**src/rtl/ysyx_sq.sv**
```systemverilog
// ----------------------------------------------------------------------------
// ysyx_sq -- committed-store queue
//
// Buffers retired stores in program order and drains them one at a time to
// the data-memory write channel. A combinational lookup port lets younger
// loads detect (and optionally forward from) bytes still sitting in the queue.
//
// Build option:
//   YSYX_SQ_FORWARD_EN  defined   : per-byte forwarding, ld_hit/ld_data live,
//                                   partial coverage reports ld_conflict.
//                       undefined : ld_hit=0, ld_data=0, any overlap reports
//                                   ld_conflict.
//
// Ports:
//   clock, reset                      clock, async active-low reset
//   rou_valid/store/alu/waddr/wdata/pc   commit port (store size in alu[1:0])
//   sq_ready                          queue can take one store this cycle
//   sq_empty                          nothing queued, no write outstanding
//   mem_aw*, mem_wdata, mem_wstrb     write request (word addr, lane data)
//   mem_awready, mem_bvalid, mem_bresp   write handshake / response
//   ld_valid/addr/size                load lookup request
//   ld_hit, ld_data, ld_conflict      lookup result
//   sq_err                            one-cycle pulse on error response
//
// Drain FSM:
//   state  | meaning
//   IDLE   | nothing being written; leaves as soon as an entry exists
//   REQ    | head entry presented on the write channel, waiting awready
//   RESP   | request accepted, waiting bvalid; pop head on response
// ----------------------------------------------------------------------------
module ysyx_sq #(
  parameter int SQ_SIZE = 4,
  parameter int XLEN    = 32
) (
  input  logic            clock,
  input  logic            reset,
  input  logic            rou_valid,
  input  logic            rou_store,
  input  logic [4:0]      rou_alu,
  input  logic [XLEN-1:0] rou_waddr,
  input  logic [XLEN-1:0] rou_wdata,
  input  logic [XLEN-1:0] rou_pc,
  output logic            sq_ready,
  output logic            sq_empty,
  output logic            mem_awvalid,
  output logic [XLEN-1:0] mem_awaddr,
  output logic [XLEN-1:0] mem_wdata,
  output logic [3:0]      mem_wstrb,
  input  logic            mem_awready,
  input  logic            mem_bvalid,
  input  logic [1:0]      mem_bresp,
  input  logic            ld_valid,
  input  logic [XLEN-1:0] ld_addr,
  input  logic [1:0]      ld_size,
  output logic            ld_hit,
  output logic [XLEN-1:0] ld_data,
  output logic            ld_conflict,
  output logic            sq_err
);

  localparam int PW = $clog2(SQ_SIZE);
  localparam int CW = PW + 1;

  typedef enum logic [1:0] {
    S_IDLE = 2'd0,
    S_REQ  = 2'd1,
    S_RESP = 2'd2
  } state_t;

  state_t          state;
  logic [PW-1:0]   head;
  logic [PW-1:0]   tail;
  logic [CW-1:0]   count;
  logic [CW-1:0]   count_next;

  logic [XLEN-1:0] ent_addr [SQ_SIZE];
  logic [XLEN-1:0] ent_data [SQ_SIZE];
  logic [3:0]      ent_strb [SQ_SIZE];
  logic [XLEN-1:0] ent_pc   [SQ_SIZE];

  logic            do_enq;
  logic            do_pop;
  logic [3:0]      enq_strb;
  logic [3:0]      ld_strb;

  // --------------------------------------------------------------------------
  // Commit side
  // --------------------------------------------------------------------------
  // Ready is purely a function of occupancy: a pop in the same cycle does not
  // make room for an enqueue (keeps commit timing off the memory response).
  assign sq_ready = (count != CW'(SQ_SIZE));
  assign do_enq   = rou_valid && rou_store && sq_ready;
  assign do_pop   = (state == S_RESP) && mem_bvalid;

  assign count_next = count + CW'(do_enq) - CW'(do_pop);

  always_comb begin
    case (rou_alu[1:0])
      2'b00:   enq_strb = 4'b0001 << rou_waddr[1:0];
      2'b01:   enq_strb = 4'b0011 << rou_waddr[1:0];
      default: enq_strb = 4'b1111;
    endcase
  end

  // Entry payload needs no reset: only entries inside [head, head+count) are
  // ever observed.
  always_ff @(posedge clock) begin
    if (do_enq) begin
      ent_addr[tail] <= {rou_waddr[XLEN-1:2], 2'b00};
      ent_data[tail] <= rou_wdata << {rou_waddr[1:0], 3'b000};
      ent_strb[tail] <= enq_strb;
      ent_pc[tail]   <= rou_pc;
    end
  end

  // --------------------------------------------------------------------------
  // Pointers, occupancy and drain FSM
  // --------------------------------------------------------------------------
  always_ff @(posedge clock or negedge reset) begin
    if (!reset) begin
      state  <= S_IDLE;
      head   <= '0;
      tail   <= '0;
      count  <= '0;
      sq_err <= 1'b0;
    end else begin
      sq_err <= do_pop && (mem_bresp != 2'b00);
      count  <= count_next;
      if (do_enq) tail <= tail + 1'b1;
      if (do_pop) head <= head + 1'b1;

      case (state)
        S_IDLE: if (count != '0) state <= S_REQ;
        S_REQ:  if (mem_awready) state <= S_RESP;
        S_RESP: if (mem_bvalid) state <= (count_next != '0) ? S_REQ : S_IDLE;
        default: state <= S_IDLE;
      endcase
    end
  end

  // Head cannot move and its slot cannot be rewritten while in REQ, so the
  // request fields stay stable until accepted.
  assign mem_awvalid = (state == S_REQ);
  assign mem_awaddr  = mem_awvalid ? ent_addr[head] : '0;
  assign mem_wdata   = mem_awvalid ? ent_data[head] : '0;
  assign mem_wstrb   = mem_awvalid ? ent_strb[head] : 4'b0000;

  assign sq_empty = (count == '0) && (state == S_IDLE);

  // --------------------------------------------------------------------------
  // Load lookup
  // --------------------------------------------------------------------------
  always_comb begin
    case (ld_size)
      2'b00:   ld_strb = 4'b0001 << ld_addr[1:0];
      2'b01:   ld_strb = 4'b0011 << ld_addr[1:0];
      default: ld_strb = 4'b1111;
    endcase
  end

  logic          ld_ovl;
  logic [PW-1:0] scan_idx;

`ifdef YSYX_SQ_FORWARD_EN
  logic [3:0]      ld_cov;
  logic [XLEN-1:0] ld_fwd;

  // Walk oldest to youngest so a younger entry's byte overwrites an older one.
  always_comb begin
    ld_ovl   = 1'b0;
    ld_cov   = 4'b0000;
    ld_fwd   = '0;
    scan_idx = '0;
    for (int i = 0; i < SQ_SIZE; i++) begin
      scan_idx = head + PW'(i);
      if ((CW'(i) < count) &&
          (ent_addr[scan_idx][XLEN-1:2] == ld_addr[XLEN-1:2]) &&
          ((ent_strb[scan_idx] & ld_strb) != 4'b0000)) begin
        ld_ovl = 1'b1;
        for (int b = 0; b < 4; b++) begin
          if (ent_strb[scan_idx][b] && ld_strb[b]) begin
            ld_cov[b]        = 1'b1;
            ld_fwd[8*b +: 8] = ent_data[scan_idx][8*b +: 8];
          end
        end
      end
    end
  end

  assign ld_hit      = ld_valid && ((ld_cov & ld_strb) == ld_strb);
  assign ld_data     = ld_hit ? ld_fwd : '0;
  assign ld_conflict = ld_valid && ld_ovl && !ld_hit;
`else
  always_comb begin
    ld_ovl   = 1'b0;
    scan_idx = '0;
    for (int i = 0; i < SQ_SIZE; i++) begin
      scan_idx = head + PW'(i);
      if ((CW'(i) < count) &&
          (ent_addr[scan_idx][XLEN-1:2] == ld_addr[XLEN-1:2]) &&
          ((ent_strb[scan_idx] & ld_strb) != 4'b0000))
        ld_ovl = 1'b1;
    end
  end

  assign ld_hit      = 1'b0;
  assign ld_data     = '0;
  assign ld_conflict = ld_valid && ld_ovl;
`endif

  // Upper alu bits and the stored pc are carried for trace only.
  logic unused_trace;
  assign unused_trace = ^{rou_alu[4:2], ent_pc[head]};

  // The commit unit must hold a store while sq_ready is low.
  assert property (@(posedge clock) disable iff (!reset)
                   !(rou_valid && rou_store && !sq_ready))
    else $error("ysyx_sq: store committed while queue full");

endmodule

```
**config.mk**
```make
export PLATFORM = sky130hd
export DESIGN_NAME = ysyx_sq
export DESIGN_NICKNAME = d
export VERILOG_FILES = /design/src/rtl/ysyx_sq.sv
export SDC_FILE = /design/constraint.sdc
export NUM_CORES = 1
export LEC_CHECK = 0
export ABC_AREA = 1
export BUFFER_PORTS_ARGS = -buffer_cell sky130_fd_sc_hd__buf_4
export CAP_MARGIN = 10
export CORE_MARGIN = 1
export CORE_UTILIZATION = 35
export DETAILED_ROUTE_END_ITERATION = 10
export SLEW_MARGIN = 10
export SYNTH_ARGS = -nofsm -noshare
export SYNTH_HDL_FRONTEND = slang
export SYNTH_SLANG_ARGS = --single-unit
```
**constraint.sdc**
```tcl
create_clock -name clock -period 5.7 [get_ports clock]
set_input_delay 1.14 -clock clock [delete_from_list [all_inputs] [get_ports clock]]
set_output_delay 1.14 -clock clock [all_outputs]
set_load 0.05 [all_outputs]
```
* Word level (Yosys, flattened, before mapping)
Memory sizes are Yosys's and may differ from the RTL's.
Cells that the tools add are included.
W data, S select, Z words.
** Storage, ports and cells
- Register bits :: 10
- RAM bits :: 264
- Output and inout port bits :: 106
- Logic and storage cells :: 81
- Memories :: 3
** Cells by class
- $add $sub $neg :: 6
- $lt $le $gt $ge :: 4
- Equal/unequal tests :: 12
- Shift-type cells :: 5
- Mux-type cells :: 16
- Bitwise logic cells :: 4
- Reductions and logical operators :: 26
** Memories
- ent_data :: depth 4, width 32, read ports 1, clocked after memory_dff 0, wr ports 1, line 77 : logic [XLEN-1:0] ent_data [SQ_SIZE];
- ent_addr :: depth 4, width 30, read ports 4, clocked after memory_dff 0, wr ports 1, line 76 : logic [XLEN-1:0] ent_addr [SQ_SIZE];
- ent_strb :: depth 4, width 4, read ports 4, clocked after memory_dff 0, wr ports 1, line 78 : logic [3:0] ent_strb [SQ_SIZE];
** Operators by type and width (count)
- $eq A30 B30 Y1 :: 4
- $mux W32 :: 2
- $shl A32 B5 Y32 :: 1
- $and A4 B4 Y4 :: 4
- $pmux W4 S2 :: 2
- $reduce_bool A4 Y1 :: 4
- $logic_and A1 B1 Y1 :: 14
- $shl A1 B2 Y4 const A :: 2
- $shl A2 B2 Y4 const A :: 2
- $mux W1 :: 7
- $eq A2 B1 Y1 const B :: 3
- $logic_not A2 Y1 :: 3
- $lt A1 B3 Y1 const A :: 2
- $lt A2 B3 Y1 const A :: 2
- $mux W2 :: 3
- $pmux W2 S3 :: 1
- $reduce_bool A3 Y1 :: 2
- $add A2 B1 Y2 const B :: 2
- $add A2 B2 Y2 const B :: 2
- $mux W4 :: 1
- $ne A2 B2 Y1 const B :: 2
- $add A3 B1 Y3 :: 1
- $logic_not A3 Y1 :: 1
- $ne A3 B3 Y1 const B :: 1
- 5 further kinds :: 5

* Longest topological paths before layout
Gate-level depths: netlist of run 1.
- Depth in word-level cells :: 10
- Gate-level depth with buffers :: 17

* Least setup slack after synthesis of run 1
Ideal clock, no wire load.
- Path type :: input to register
- Start point :: input rou_valid
- End point :: memory ent_addr[0][0] in the netlist's numbering (enable)
- Library setup time :: 0.491 ns
- Data arrival time :: 4.191 ns
- Data required time :: 5.209 ns
- Setup slack :: 1.019 ns
- Cell stages on the path :: 2
- Buffers on the path :: 0
- Cells stage by stage :: nand3_1 -> nor2_1
** Between the ends
- Word-level cells in the longest chain between the ends :: 4
** RTL lines
- start: declaration :: line 37 : input logic rou_valid,
- $logic_and A1 B1 Y1 (2 in series) :: line 92 : assign do_enq = rou_valid && rou_store && sq_ready;
- $mux W1 :: line 108 : if (do_enq) begin
- $mux W1
- end: declaration :: line 76
No other way between the ends.

* Final worst setup path of run 1
- Start point :: register head[0]
- End point :: output ld_conflict
** Between the ends
- Word-level cells in the longest chain between the ends :: 9
** RTL lines
- start: declaration :: line 71 : logic [PW-1:0] head;
- start signal: assignment :: line 130 : if (do_pop) head <= head + 1'b1;
- $add A2 B1 Y2 (tied with other cells) :: line 198 : scan_idx = head + PW'(i);
- $mem_v2 Z4 W30 (tied with other cells)
- $eq A30 B30 Y1 (tied with other cells) :: line 200 : (ent_addr[scan_idx][XLEN-1:2] == ld_addr[XLEN-1:2]) &&
- $logic_and A1 B1 Y1 (tied with other cells) :: line 199 : if ((CW'(i) < count) &&
- $logic_and A1 B1 Y1 / $mux W1 (equally long branches) :: line 200, 199
- $mux W1 (2 in series) :: line 199
- $mux W1 * :: line 199
- $logic_and A1 B1 Y1 * :: line 208 : assign ld_conflict = ld_valid && ld_ovl;
- end: declaration :: line 57 : output logic ld_conflict,
Mark *: on every way between the ends. The rest lies on a longest branch, timed or not.

==> results of run 1 <==
[stage by stage]
stage          area (µm²)  total power (µW)  util, %  hold slack, ns
2_1_floorplan       16160              7172        -          0.5237
5_1_grt             18800             11780    41.52          0.4089
6_report            18810             11060    41.53          0.4224
3_5_place_dp        17710              8934    39.11          0.5728
3_3_place_gp        17710              8860    39.11          0.5433
4_1_cts             18800             11100    41.52          0.3933
[final cells by class]
| type | instances | area share (%) |
|---|---|---|
| Timing Repair Buffer | 194 | 8.277 |
| Antenna cell | 1 | 0.01331 |
| Tap cell | 600 | 3.992 |
| Clock inverter | 19 | 1.158 |
| Inverter | 117 | 2.362 |
| Clock buffer | 40 | 4.644 |
| Sequential cell | 274 | 43.53 |
| Multi-Input combinational cell | 1546 | 36.03 |
[cell usage after synthesis, types with 5 or more instances]
| cell type | n |
|---|---|
| nand2_1 | 864 |
| a22oi_1 | 41 |
| a21oi_1 | 6 |
| buf_2 | 44 |
| a31oi_1 | 32 |
| xor2_1 | 9 |
| edfxtp_1 | 264 |
| buf_4 | 42 |
| o21ai_1 | 7 |
| buf_6 | 13 |
| nand3_1 | 309 |
| nor2_1 | 136 |
| clkbuf_1 | 26 |
| inv_1 | 113 |
| nand4_1 | 6 |
| or2_2 | 7 |
| ha_1 | 8 |
| o21ai_0 | 70 |
| buf_1 | 5 |
| dfrtp_1 | 10 |
[state kept, by name, indices dropped and copies added (netlist names)]
register and flops:
ent_addr 120, ent_strb 16, state 2, sq_err 1
head 2, ent_data 128, tail 2, count 3
[worst max path at each step]
stage | slack, ns | from | to
detailed placement | 1.49 | head[0] | ld_conflict
global placement | 1.51 | head[0] | ld_conflict
global route | 0.65 | head[0] | ld_conflict
floorplan | 1.02 | rou_valid | ent_addr[0][0]
finish | 0.91 | head[0] | ld_conflict
CTS | 0.89 | head[0] | ld_conflict
[cell families (layout without fill, tap and decap cells)]
kind of cell             Yosys count  after routing  synth area share [%]
multiplexers                       1              1               0.06243
XOR/XNOR                          10             10                0.5463
flip-flops                       274            274                 51.01
AO/OA/AOI/OAI                    162            162                 6.040
other                              1             36               0.02339
AND/OR/NAND/NOR                 1329           1329                 33.84
buffers and inverters            247            370                 7.734
adder cells (fa/ha/maj)            9              9                0.7492
[per-layer routing]
metal,up-vias,track usage (%),part of all wire (%)
li1,6976,-,-
met1,6762,27.50,42
met2,523,35.79,47
met3,80,5.229,7.7
met4,2,7.019,2.8
met5,-,0,0.024
[power by group through the flow]
stage / Sequential (µW) / Clock (µW) / Combinational, µW
finish: 2570 / 2140 / 6360
global route: 2590 / 2250 / 6940
detailed placement: 2610 / 0 / 6330
CTS: 2560 / 2180 / 6350
global placement: 2600 / 0 / 6260
floorplan: 2590 / 0 / 4580
[critical path: cells and delay by family (launching register included)]
| kind | cells | cell delay, ns |
|---|---|---|
| flip-flops | 1 | 0.51 |
| buffers and inverters | 3 | 0.81 |
| AND/OR/NAND/NOR | 12 | 1.76 |
==> reports/qor.tcl, run 1 <==
set qor(floorplan.rows) 78
set qor(min-delay-path-class) {input pin to asynchronous set/reset pin}
set qor(avgSynthCellArea_um2) 7.886
set qor(post-route-worst-setup-slack_ns) 0.9096
set qor(io_buffers) 179
set qor(grt-ovfl-total) 0
set qor(timing.max_slew.rel_slack_pct) 26.90
set qor(synth-seq-area-share_pct) 51.01
set qor(via_count) 14340
set qor(numPlacedInstances) 2731
set qor(core_um2) 45280
set qor(clkLatencyLatePin_ns) 0.56
set qor(die_area_um2) 46670
set qor(netlist_area_pre_place_um2) 16030
set qor(initial_core_util_pct) 35.41
set qor(maximum_fanout_along_the_worst_path) 42
set qor(clk_transition_reported_paths_ns) 0.05
set qor(fin_crit_ns) 4.790
set qor(global_route.usage.total_pct) 21.56
set qor(register_area_um2) 8185
set qor(worst_r2r_startpoint) {count[2]}
set qor(tritoncts.num_buffers) 34
set qor(timing.critical_path.mode_cell) {nor2_1}
set qor(power.density_nw_per_um2) 588.2
set qor(worstMarginPinSlew_ns) 1.092
set qor(power.switching_fraction_pct) 51.11
set qor(post_cts_buffers) 0
set qor(outcome) {finished, final reports clean}
set qor(post-route-period-util_pct) 84.04
set qor(maximum_resistive_drop_on_vdd_v) 0.0005243
set qor(max_clock_freq_mhz) 208.8
set qor(layout-drive-gt1-share_pct) 12.05
set qor(post_cts_resize_count) 0
set qor(cts_max_path_buffers) 3
set qor(clock_sink_count) 274
set qor(wirelength_um) 50990
set qor(multi_input_comb_area_um2) 6775
set qor(dominantRegCellSynth) {edfxtp_1}
set qor(clkPwrFrac_pct) 19.3
set qor(synth_cell_types) 34
set qor(ioPinCount) 250
set qor(cts-htree-levels) 2
set qor(chipHeight_um) 216.0
set qor(asyncSetResetFlopFracSynth_pct) 3.650
set qor(ys.warnings.count) 0
set qor(power.combinational.fraction_pct) 57.5
set qor(critical_path.max_stage_delay_ns) 0.56
set qor(die_width_um) 216.0
set qor(report.final.setup_viol) 0
set qor(final_cell_count_no_fill) 2791
set qor(crit_chain) {inv_4 -> nand2_2 -> nand2_2 -> buf_12 -> nand3_1 -> nand3_1 -> nand2_1 -> nor2_1 -> nand2_1 -> nor2_1 -> nand4_1 -> nand2_1 -> nor2_1 -> nor2_1 -> buf_4}
set qor(root_buffer_selected_by_cts) {clkbuf_16}
set qor(path_class) {register to primary output}
set qor(number_of_global_route_vias_before_repair) 13220
set qor(post_drt_via_cell_ratio) 5.139
set qor(most-common-layout-cells) {863 x nand2_1, 309 x nand3_1, 264 x edfxtp_1}
set qor(grt_max_degree) 199
set qor(synth_cells) 2033
set qor(average_routed_wire_per_standard_cell_um) 18.27
set qor(tritoncts) {done}
set qor(share_seq_of_total_power_pct) 23.2
set qor(crit_path_end_kind) {primary output}
set qor(drv_slew) 0
set qor(grt_pass1_wl_um) 76810
set qor(ys_ff_latch) 274
set qor(drv_cap) 0
set qor(dpl.hpwl_um) 34740
set qor(antenna_found_initial) 2
set qor(n_fill_cell) 4508
set qor(layout-area-overhead-vs-synth_pct) 17.29
set qor(detail_route.iter0.violations) 1136
set qor(crit-reg2reg-capture) {state[0]}
set qor(r2r_slack_ns) 2.84
set qor(critical_path.slowest_cell) {nand2_2}
set qor(drt_drc_violations_left) 0
set qor(layout_commonest_cell) {nand2_1}
set qor(ant_nets) 0
set qor(setup_tns_ns) 0
set qor(timing.final.hold_violations) 0
set qor(synthTopCellsByArea) {edfxtp_1 49%, nand2_1 20%, nand3_1 9.6%, nor2_1 3.2%, inv_1 2.6%}
set qor(finish.net_count) 2320
set qor(synth_top_area_cell) {edfxtp_1}
set qor(synth_largest_type_area_fraction_pct) 49.45
set qor(cts-hold-fix-buffers) 0
set qor(initial_drt_pass_iterations) 7
set qor(place_ws_ns) 1.488
set qor(p_switching_uw) 5653
set qor(edff_count_synth) 264
set qor(worstSetupStartpointType) {register}
set qor(critPathRequiredTime_ns) 4.56
set qor(worstRegToRegCells) 8
set qor(timing.clock.skew_ns) 0.02229
set qor(rsz0062_at_grt) {false}
set qor(intPower_uw) 5409
set qor(critPathArrivalTime_ns) 3.65
set qor(leakage_uw) 0.008376
set qor(gp_congestion) 0.9206
(Power assumes the default switching activity.)
==> run 2: changes to the inputs <==
==> constraint.sdc (replaced) <==
create_clock -name clock -period 4.8 [get_ports clock]
set_input_delay 0.96 -clock clock [delete_from_list [all_inputs] [get_ports clock]]
set_output_delay 0.96 -clock clock [all_outputs]
set_load 0.05 [all_outputs]
==> run 2 against run 1 <==
Routed wire length up 0.46%. Global-route usage up 0.18 points. Count of clock-buffer cells in the layout unchanged. Setup slack worse by 0.78 ns. Hold slack worse by 0.19 ns. Sequential power up 21%. Final cell count up 0.50%. Total power up 20%. Largest power group unchanged. Highest routed layer unchanged.
==> reports/qor.tcl, run 2 (synthesis results as in run 1) <==
set qor(maximum_fanout_along_the_worst_path) 60 ;# was 42
set qor(finish.net_count) 2332 ;# was 2320
set qor(worstSetupStartpointType) {register} ;# unchanged
set qor(floorplan.rows) 78 ;# unchanged
set qor(path_class) {register to primary output} ;# unchanged
set qor(layout-area-overhead-vs-synth_pct) 18.06 ;# was 17.29%
set qor(core_um2) 45280 ;# unchanged
set qor(worstMarginPinSlew_ns) 1.109 ;# was 1.092 ns
set qor(antenna_found_initial) 5 ;# was 2
set qor(grt.met2_usage_pct) 35.64 ;# was 35.79%
set qor(ant_nets) 0 ;# unchanged
set qor(max_clock_freq_mhz) 214.1
set qor(die_width_um) 216.0 ;# unchanged
set qor(post-route-worst-setup-slack_ns) 0.1289 ;# was 0.9096 ns
set qor(fin_crit_ns) 4.671
set qor(via_count) 14530 ;# was 14340
set qor(biggestRegsByFlops) {ent_data (128), ent_addr (120), ent_strb (16)} ;# unchanged
set qor(grt_pass1_wl_um) 77270 ;# was 76810 µm
set qor(initial_core_util_pct) 35.41 ;# unchanged
set qor(dpl.hpwl_um) 35910 ;# was 34740 µm
set qor(io_buffers) 179 ;# unchanged
set qor(drv_cap) 0 ;# unchanged
set qor(ioPinCount) 250 ;# unchanged
set qor(critPathRequiredTime_ns) 3.84 ;# was 4.56 ns
set qor(gp_congestion) 0.9365 ;# was 0.9206
set qor(timing.max_slew.rel_slack_pct) 25.94 ;# was 26.90%
set qor(root_buffer_selected_by_cts) {clkbuf_16} ;# unchanged
set qor(crit_path_end_kind) {primary output} ;# unchanged
set qor(layout_commonest_cell) {nand2_1} ;# unchanged
set qor(power.density_nw_per_um2) 698.7 ;# was 588.2 nW/µm²
set qor(layout-drive-gt1-share_pct) 12.44 ;# was 12.05%
set qor(chipHeight_um) 216.0 ;# unchanged
set qor(numPlacedInstances) 2743 ;# was 2731
set qor(number_of_global_route_vias_before_repair) 13370 ;# was 13220
set qor(final_cell_count_no_fill) 2805 ;# was 2791
set qor(most-common-layout-cells) {863 x nand2_1, 309 x nand3_1, 264 x edfxtp_1} ;# unchanged
set qor(report.final.setup_viol) 0 ;# unchanged
set qor(post_drt_via_cell_ratio) 5.178 ;# was 5.139
set qor(clkLatencyLatePin_ns) 0.54 ;# was 0.56 ns
set qor(cts-htree-levels) 2 ;# unchanged
set qor(finish.instance_area_um2) 18930 ;# was 18810 µm²
set qor(cts-hold-fix-buffers) 0 ;# unchanged
set qor(clk_transition_reported_paths_ns) 0.06 ;# was 0.05 ns
set qor(critPathArrivalTime_ns) 3.71 ;# was 3.65 ns
set qor(drv_slew) 0 ;# unchanged
set qor(leakage_uw) 0.008446 ;# was 0.008376 µW
set qor(cts_max_path_buffers) 3 ;# unchanged
set qor(grt-ovfl-total) 0 ;# unchanged
set qor(timing.clock.skew_ns) 0.02418 ;# was 0.02229 ns
set qor(maximum_resistive_drop_on_vdd_v) 0.0004677 ;# was 0.0005243 V
set qor(post-route-period-util_pct) 97.31
set qor(average_routed_wire_per_standard_cell_um) 18.26 ;# was 18.27 µm
set qor(setup_tns_ns) 0 ;# unchanged
set qor(place_ws_ns) 0.6652 ;# was 1.488 ns
set qor(drt_drc_violations_left) 0 ;# unchanged
set qor(postPlaceCellArea_um2) 17790 ;# was 17710 µm²
set qor(wirelength_um) 51230 ;# was 50990 µm
set qor(grt_util_met3_pct) 4.947 ;# was 5.229%
set qor(tritoncts.num_buffers) 34 ;# unchanged
set qor(outcome) {finished, final reports clean} ;# unchanged
set qor(die_area_um2) 46670 ;# unchanged
set qor(fin_util_pct) 41.80 ;# was 41.53%
set qor(grt_max_degree) 83 ;# was 199
set qor(timing.final.hold_violations) 0 ;# unchanged
set qor(top_usage_layer) {met2} ;# unchanged
set qor(clock_sink_count) 274 ;# unchanged
set qor(n_fill_cell) 4547 ;# was 4508
set qor(met1_usage_grt_pct) 28.28 ;# was 27.50%
set qor(min-delay-path-class) {input pin to asynchronous set/reset pin} ;# unchanged
set qor(global_route.usage.total_pct) 21.73 ;# was 21.56%
set qor(tritoncts) {done} ;# unchanged
set qor(initial_drt_pass_iterations) 6 ;# was 7
set qor(largest_register_ff_count) 128 ;# unchanged
set qor(regMostFlops) {ent_data} ;# unchanged
set qor(detail_route.iter0.violations) 1369 ;# was 1136
## run 2: changes by cell type in the layout (fill, tap and decap cells not counted), moves of 2 or more
cell / change
nand2_4: +2
clkinv_1: +2
buf_6: +3
diode_2: +2
buf_4: +10
nand2_2: -2
## run 2: where the power goes
group	switching (µW)	internal, µW	total (µW)
combinational	5500	2050	7550
clock	1030	1530	2560
sequential	176	2940	3110
total	6710	6520	13200
## run 2: worst paths after layout
kind                           from           to  slack (ns)  cells after the start
max                         head[0]  ld_conflict        0.13                     15
min                           reset       sq_err        0.23                      1
max reg2reg                count[2]     state[0]        1.87                      9
min reg2reg                count[0]     count[0]        0.57                      1
max in group asynchronous     reset      head[1]        4.39                      1
min in group clock         count[0]     count[0]        0.57                      1
## run 2: critical path: stages, from the launching register on
cell,delay [ns]
dfrtp_4,0.65
buf_4,0.56
nand2_1,0.15
nand3_1,0.12
nand2_1,0.09
o21ai_0,0.52
nor2_1,0.08
nand2_1,0.15
nor2_1,0.05
nand2_1,0.11
nor2_1,0.05
nand2_1,0.05
nand2_1,0.05
nor2_1,0.22
nor2_1,0.07
buf_4,0.19
## run 2: routing by layer
layer	wire length [µm]	vias to the layer above	part of all wire, %
met5	34	-	0.066
met4	1518	4	3.0
met3	4661	94	9.1
met2	23780	621	46
met1	21240	6795	41
li1	-	7011	-
## run 2: timing repair
item,CTS,global route
gates resized for setup,0,5
endpoints found under the setup margin,0,1
buffers inserted,0,0
## run 2: area by class of cell
class / count / area, µm² / area share, %
diodes: 3 / 7.507 / 0.03966
well taps: 600 / 750.7 / 3.966
clock buffers: 40 / 873.3 / 4.614
inverters: 117 / 444.2 / 2.347
repair buffers: 206 / 1645 / 8.692
multi-input cells: 1546 / 6785 / 35.85
flip-flops and latches: 274 / 8185 / 43.24
clock inverters: 19 / 236.5 / 1.249
## run 2: per-stage QoR
stage	total power, µW	hold WS, ns
global route	14110	0.2285
global placement	10560	0.5462
detailed placement	10650	0.5622
CTS	13240	0.2145
floorplan	8517	0.5237
finish	13220	0.2348
